===== src/rtl/ps2_scancode_translator.sv =====
// PS/2 Set-2 scan-code to ASCII translator.
// Tracks prefixes and modifiers; one-cycle strobe per printable/control make.
module ps2_scancode_translator #(
  parameter int PAUSE_SKIP_LEN = 7,
  parameter bit ENABLE_CTRL    = 1'b1
) (
  input  logic       clk,
  input  logic       rst_n,
  input  logic [7:0] code_in,
  input  logic       code_valid,
  output logic [7:0] ascii_out,
  output logic       ascii_valid,
  output logic [3:0] mods,
  output logic       seq_error
);

  typedef enum logic [2:0] {
    S_IDLE, S_EXT, S_BRK, S_EXT_BRK, S_SKIP
  } state_t;

  typedef struct packed {
    logic       hit;
    logic       letter;
    logic [7:0] lo;
    logic [7:0] hi;
  } key_t;

  localparam logic [7:0] SKIP_INIT = 8'(PAUSE_SKIP_LEN);

  state_t     state_q, state_d;
  logic [7:0] skip_q, skip_d;
  logic       valid_q, accept;
  logic       ev_make, ev_brk, ev_ext, set_err;
  logic       emit;
  logic [7:0] emit_char;
  logic       lshift, rshift, lctrl, rctrl, lalt, ralt;
  logic       caps, caps_held;
  logic       shift, ctrl;
  key_t       key;

  function automatic key_t ltr(input logic [7:0] c);
    return '{hit: 1'b1, letter: 1'b1, lo: c, hi: c - 8'h20};
  endfunction

  function automatic key_t sym(input logic [7:0] l, input logic [7:0] h);
    return '{hit: 1'b1, letter: 1'b0, lo: l, hi: h};
  endfunction

  function automatic key_t lookup(input logic [7:0] c);
    key_t k;
    k = '0;
    case (c)
      8'h1C: k = ltr(8'h61);
      8'h32: k = ltr(8'h62);
      8'h21: k = ltr(8'h63);
      8'h23: k = ltr(8'h64);
      8'h24: k = ltr(8'h65);
      8'h2B: k = ltr(8'h66);
      8'h34: k = ltr(8'h67);
      8'h33: k = ltr(8'h68);
      8'h43: k = ltr(8'h69);
      8'h3B: k = ltr(8'h6A);
      8'h42: k = ltr(8'h6B);
      8'h4B: k = ltr(8'h6C);
      8'h3A: k = ltr(8'h6D);
      8'h31: k = ltr(8'h6E);
      8'h44: k = ltr(8'h6F);
      8'h4D: k = ltr(8'h70);
      8'h15: k = ltr(8'h71);
      8'h2D: k = ltr(8'h72);
      8'h1B: k = ltr(8'h73);
      8'h2C: k = ltr(8'h74);
      8'h3C: k = ltr(8'h75);
      8'h2A: k = ltr(8'h76);
      8'h1D: k = ltr(8'h77);
      8'h22: k = ltr(8'h78);
      8'h35: k = ltr(8'h79);
      8'h1A: k = ltr(8'h7A);
      8'h45: k = sym(8'h30, 8'h29);
      8'h16: k = sym(8'h31, 8'h21);
      8'h1E: k = sym(8'h32, 8'h40);
      8'h26: k = sym(8'h33, 8'h23);
      8'h25: k = sym(8'h34, 8'h24);
      8'h2E: k = sym(8'h35, 8'h25);
      8'h36: k = sym(8'h36, 8'h5E);
      8'h3D: k = sym(8'h37, 8'h26);
      8'h3E: k = sym(8'h38, 8'h2A);
      8'h46: k = sym(8'h39, 8'h28);
      8'h4E: k = sym(8'h2D, 8'h5F);
      8'h55: k = sym(8'h3D, 8'h2B);
      8'h54: k = sym(8'h5B, 8'h7B);
      8'h5B: k = sym(8'h5D, 8'h7D);
      8'h4C: k = sym(8'h3B, 8'h3A);
      8'h52: k = sym(8'h27, 8'h22);
      8'h41: k = sym(8'h2C, 8'h3C);
      8'h49: k = sym(8'h2E, 8'h3E);
      8'h4A: k = sym(8'h2F, 8'h3F);
      8'h0E: k = sym(8'h60, 8'h7E);
      8'h5D: k = sym(8'h5C, 8'h7C);
      8'h29: k = sym(8'h20, 8'h20);
      8'h5A: k = sym(8'h0D, 8'h0D);
      8'h66: k = sym(8'h08, 8'h08);
      8'h0D: k = sym(8'h09, 8'h09);
      8'h76: k = sym(8'h1B, 8'h1B);
      default: k = '0;
    endcase
    return k;
  endfunction

  assign accept = code_valid & ~valid_q;
  assign shift  = lshift | rshift;
  assign ctrl   = lctrl | rctrl;
  assign mods   = {caps, lalt | ralt, ctrl, shift};
  assign key    = lookup(code_in);

  // Prefix sequencer: classify each accepted byte into make/break events
  always_comb begin
    state_d = state_q;
    skip_d  = skip_q;
    set_err = 1'b0;
    ev_make = 1'b0;
    ev_brk  = 1'b0;
    ev_ext  = 1'b0;
    if (accept) begin
      case (state_q)
        S_IDLE: begin
          unique case (1'b1)
            code_in == 8'hE0: state_d = S_EXT;
            code_in == 8'hF0: state_d = S_BRK;
            code_in == 8'hE1: begin
              state_d = S_SKIP;
              skip_d  = SKIP_INIT;
            end
            code_in == 8'h00, code_in == 8'hAA,
            code_in == 8'hFA, code_in == 8'hFE,
            code_in == 8'hFF: state_d = S_IDLE;
            default: ev_make = 1'b1;
          endcase
        end
        S_EXT: begin
          unique case (1'b1)
            code_in == 8'hF0: state_d = S_EXT_BRK;
            code_in == 8'hE0: set_err = 1'b1;
            default: begin
              ev_make = 1'b1;
              ev_ext  = 1'b1;
              state_d = S_IDLE;
            end
          endcase
        end
        S_BRK, S_EXT_BRK: begin
          unique case (1'b1)
            code_in == 8'hE0: begin
              set_err = 1'b1;
              state_d = S_EXT;
            end
            code_in == 8'hF0: set_err = 1'b1;
            default: begin
              ev_brk  = 1'b1;
              ev_ext  = (state_q == S_EXT_BRK);
              state_d = S_IDLE;
            end
          endcase
        end
        S_SKIP: begin
          if (skip_q <= 8'd1) begin
            skip_d  = 8'd0;
            state_d = S_IDLE;
          end else begin
            skip_d = skip_q - 8'd1;
          end
        end
        default: state_d = S_IDLE;
      endcase
    end
  end

  // Character selection for make events
  always_comb begin
    emit      = 1'b0;
    emit_char = 8'h00;
    if (ev_make && ev_ext) begin
      if (code_in == 8'h5A) begin
        emit      = 1'b1;
        emit_char = 8'h0D;
      end else if (code_in == 8'h4A) begin
        emit      = 1'b1;
        emit_char = 8'h2F;
      end
    end else if (ev_make && key.hit) begin
      emit = 1'b1;
      if (key.letter) begin
        if (ENABLE_CTRL && ctrl) emit_char = key.lo - 8'h60;
        else if (shift ^ caps)   emit_char = key.hi;
        else                     emit_char = key.lo;
      end else begin
        emit_char = shift ? key.hi : key.lo;
      end
    end
  end

  // State, modifier and output registers
  always_ff @(posedge clk or negedge rst_n) begin
    if (!rst_n) begin
      state_q     <= S_IDLE;
      skip_q      <= 8'd0;
      valid_q     <= 1'b0;
      ascii_out   <= 8'h00;
      ascii_valid <= 1'b0;
      seq_error   <= 1'b0;
      lshift      <= 1'b0;
      rshift      <= 1'b0;
      lctrl       <= 1'b0;
      rctrl       <= 1'b0;
      lalt        <= 1'b0;
      ralt        <= 1'b0;
      caps        <= 1'b0;
      caps_held   <= 1'b0;
    end else begin
      state_q     <= state_d;
      skip_q      <= skip_d;
      valid_q     <= code_valid;
      ascii_valid <= emit;
      if (emit) ascii_out <= emit_char;
      if (set_err) seq_error <= 1'b1;
      if (ev_make || ev_brk) begin
        unique case (1'b1)
          !ev_ext && code_in == 8'h12: lshift <= ev_make;
          !ev_ext && code_in == 8'h59: rshift <= ev_make;
          !ev_ext && code_in == 8'h14: lctrl  <= ev_make;
          ev_ext  && code_in == 8'h14: rctrl  <= ev_make;
          !ev_ext && code_in == 8'h11: lalt   <= ev_make;
          ev_ext  && code_in == 8'h11: ralt   <= ev_make;
          !ev_ext && code_in == 8'h58: begin
            if (ev_brk) begin
              caps_held <= 1'b0;
            end else if (!caps_held) begin
              caps      <= ~caps;
              caps_held <= 1'b1;
            end
          end
          default: ;
        endcase
      end
    end
  end

endmodule


===== config.mk =====
export PLATFORM = sky130hd
export DESIGN_NAME = ps2_scancode_translator
export DESIGN_NICKNAME = d
export VERILOG_FILES = /design/src/rtl/ps2_scancode_translator.sv
export SDC_FILE = /design/constraint.sdc
export NUM_CORES = 1
export LEC_CHECK = 0
export BUFFER_PORTS_ARGS = -buffer_cell sky130_fd_sc_hd__buf_2
export CAP_MARGIN = 20
export CORE_ASPECT_RATIO = 0.5
export CORE_UTILIZATION = 45
export DETAILED_ROUTE_END_ITERATION = 8
export GPL_ROUTABILITY_DRIVEN = 0
export PLACE_DENSITY = 0.65
export SLEW_MARGIN = 20
export SYNTH_ARGS = -nofsm -noshare
export SYNTH_HDL_FRONTEND = slang
export SYNTH_SLANG_ARGS = --single-unit

===== constraint.sdc =====
create_clock -name clk -period 2 [get_ports clk]
set_input_delay 0.2 -clock clk [delete_from_list [all_inputs] [get_ports clk]]
set_output_delay 0.2 -clock clk [all_outputs]
set_load 0.03 [all_outputs]

==> key figures <==
Place
  – Port Buffers: 24
  – Hpwl dp: 9560 µm
  – Area after DPL: 4530 µm²

Synth
  – Commonest cells in the netlist: nand2_1, nor2_1, a21oi_1
  – Synth Area in Compound Gates: 30.9%
  – XOR/XNOR Fraction of Synth Area: 1.02%
  – Mux cell area share after synthesis: 5.02%
  – Synth area leader: dfrtp_1
  – Most numerous cell in the Yosys netlist: nand2_1
  – Mapped Area: 3440 µm²
  – Yosys synthesis warning count: 0
  – Async S/R FF share, synth: 100%
  – Net Count, Synth: 482
  – Synth top area share: 21.8%
  – Post-Syn Instances: 460
  – Post-synthesis simple-gate area fraction: 29.4%
  – Mean Syn Cell Area: 7.48 µm²
  – #FFs+latches synth: 30
  – Synth unique cells: 74
  – Register area share after synthesis: 21.8%
  – Post-synth EDFFs: 0
  – Ranking of synthesized cells by area: dfrtp_1, a21oi_1, o21ai_0, nand2_1, nor2_1
  – Post-synthesis adder-cell area fraction: 4.00%
  – Top_reg_cell synth: dfrtp_1
  – Largest family of logic cells by synthesized area: compound AO/OA/AOI/OAI gates

Power
  – VDD IR-drop max: 0.452 mV
  – Leak pwr: 2.32 nW
  – PD cells: 554 nW/µm²
  – Tot Pwr: 2.89 mW

Clock network
  – Clock latency on the worst-skew pair: 0.27 ns
  – Num CTS Buffers: 5
  – Root buf cell: clkbuf_16
  – Worst-path clk slew: 0.05 ns
  – CTS tree: built
  – Max clock buf depth: 2
  – Clock Sinks: 30
  – H-tree levels: 2

Detailed routing
  – Top routing layer in use: met4
  – Drt drc: 3
  – Met1 wire length: 5830 µm
  – DRT iter0 DRCs: 494
  – DRT Pass-1 Iters: 7
  – Via density: 6.13
  – Routed wl met2: 5570 µm
  – DRT Wirelength: 12900 µm
  – Detailed-route via count: 4242
  – Met3 wire length: 1020 µm
  – Per-cell routed wire length: 18.7 µm
  – Final antenna-violating net count: 0

STA
  – Slew @ Worst Pin: 0.665 ns
  – Final worst slack: -0.176 ns
  – RSZ-0062 raised after global routing: yes
  – Maximum operating frequency: 460 MHz
  – Final setup fails: 12
  – Hold Slack: 0.0555 ns
  – Final period utilization: 109%
  – Hold Vio Cnt, Final: 0
  – Final min period: 2.18 ns
  – Slew HR: 55.6%
  – Slew Viols, Final: 0
  – Clock skew: 0.00564 ns
  – Setup TNS: -1.47 ns

Global route
  – GRT Total Usage: 32.4%
  – Number of global-route vias before repair: 3867
  – Global route overflow: 0
  – First-pass GRT wire length: 20200 µm
  – Largest net degree at the start of global routing: 31
  – Initial antenna violation count: 0

Hold path
  – Worst hold path type: input pin to flip-flop
  – Hold Path Cell Cnt: 1

Critical path
  – CP Capture Type: flip-flop
  – Worst r2r path cells: 8
  – Startpoint types: input pin
  – Reg2reg setup slack: 0 ns
  – CP startpoint: code_in[1]
  – CP Class: input pin to flip-flop
  – Setup crit end: state_q[2]
  – Largest fanout on the critical path: 4
  – Data required, critical path: 2.15 ns
  – Crit path largest cell delay: 0.37 ns
  – Slowest CP cell: nor4_4
  – R2r startpoint: state_q[2]
  – Worst-path cell chain: buf_12 -> inv_8 -> buf_4 -> buf_6 -> ha_4 -> buf_6 -> buf_12 -> nand2b_4 -> or3_4 -> a21oi_4 -> nor3_4 -> nor4_4 -> mux2_4
  – R2R Path End: ascii_out[5]
  – Arr. time, crit path: 2.33 ns

Finish
  – P&R area growth vs syn: 51.6%
  – Design Area, Final: 5220 µm²
  – Biggest regs: ascii_out (8), skip_q (8), state_q (3)
  – # diodes: 0
  – Util after Layout: 70.7%
  – Layout Nets: 617
  – Layout cell share with drive strength beyond 1: 41.8%

Die
  – FP Rows: 22
  – Die Wd: 126 µm
  – Starting Density: 46.6%
  – I/O Pins: 25
  – Die area: 8020 µm²
  – Die H: 63.8 µm
  – CORE AREA: 7380 µm²

Status
  – Failing checks: DRC, setup timing
  – Status: finished, violations left

Job
  – Max cap viols: 0
-- cells by family after synthesis --
kind of cell	Yosys count
AND/OR/NAND/NOR	186
AO/OA/AOI/OAI	157
buffers and inverters	56
flip-flops	30
multiplexers	16
adder cells (fa/ha/maj)	11
XOR/XNOR	4
-- power by group --
| group | internal [mW] | switching, mW | total (mW) | leakage, nW |
|---|---|---|---|---|
| registers | 0.687 | 0.0542 | 0.741 | 0.391 |
| logic | 0.624 | 0.781 | 1.41 | 1.86 |
| clock network | 0.492 | 0.250 | 0.742 | 0.0739 |
| total | 1.80 | 1.09 | 2.89 | 2.32 |
-- critical path: cells and delay by family --
family | cells | cell delay [ns]
adder cells (fa/ha/maj) | 1 | 0.15
buffers and inverters | 6 | 0.54
multiplexers | 1 | 0.33
AO/OA/AOI/OAI | 1 | 0.23
AND/OR/NAND/NOR | 4 | 0.87
-- layer usage --
metal | global-route usage [%] | vias to the layer above
met4 | 11.1 | 0
met2 | 50.8 | 236
met3 | 5.70 | 47
li1 | - | 1984
met5 | 0 | -
met1 | 44.9 | 1975
-- per-stage QoR --
stage               std cells  setup WS (ns)
floorplan                 460         -0.416
global placement          664         -0.500
detailed placement        664         -0.542
CTS                       686         -0.164
global route              692         -0.212
finish                    692         -0.176
-- worst min-delay path by stage --
stage,from,endpoint,slack [ns]
final,code_valid,valid_q,0.06
after global routing,code_valid,valid_q,0.06
after CTS,code_valid,valid_q,0.05
after detailed placement,rst_n,skip_q[1],0.27
after global placement,rst_n,skip_q[1],0.27
after floorplan,rst_n,ascii_out[0],-0.1
-- layout make-up --
cell class / instances / area [µm²]
Clock buffer: 7 / 143
Clock inverter: 1 / 5.00
Fill cell: 617 / 2160
Inverter: 16 / 72.6
Multi-Input combinational cell: 374 / 2810
Sequential cell: 30 / 751
Tap cell: 96 / 120
Timing Repair Buffer: 168 / 1320
-- what timing repair did --
action                                  4_1_cts  5_1_grt
setup buffers                                13        6
endpoints found under the hold margin        30        0
resized for setup                            45       33
hold buffers                                  1        0
pin swaps                                    20       23
endpoints found under the setup margin       21       17
-- layout by cell type (no fill, tap or decap), drive strengths merged, types with 6 or more instances in the layout --
| master | instances |
|---|---|
| a21oi | 35 |
| buf | 167 |
| clkbuf | 7 |
| dfrtp | 30 |
| ha | 11 |
| inv | 16 |
| mux2 | 7 |
| mux2i | 9 |
| nand2 | 40 |
| nand2b | 20 |
| nand3 | 23 |
| nand4 | 7 |
| nor2 | 38 |
| nor3 | 14 |
| nor4 | 6 |
| o211ai | 8 |
| o21ai | 40 |
| o22ai | 7 |
| o31ai | 7 |
Power figures use the tool's default switching activity.
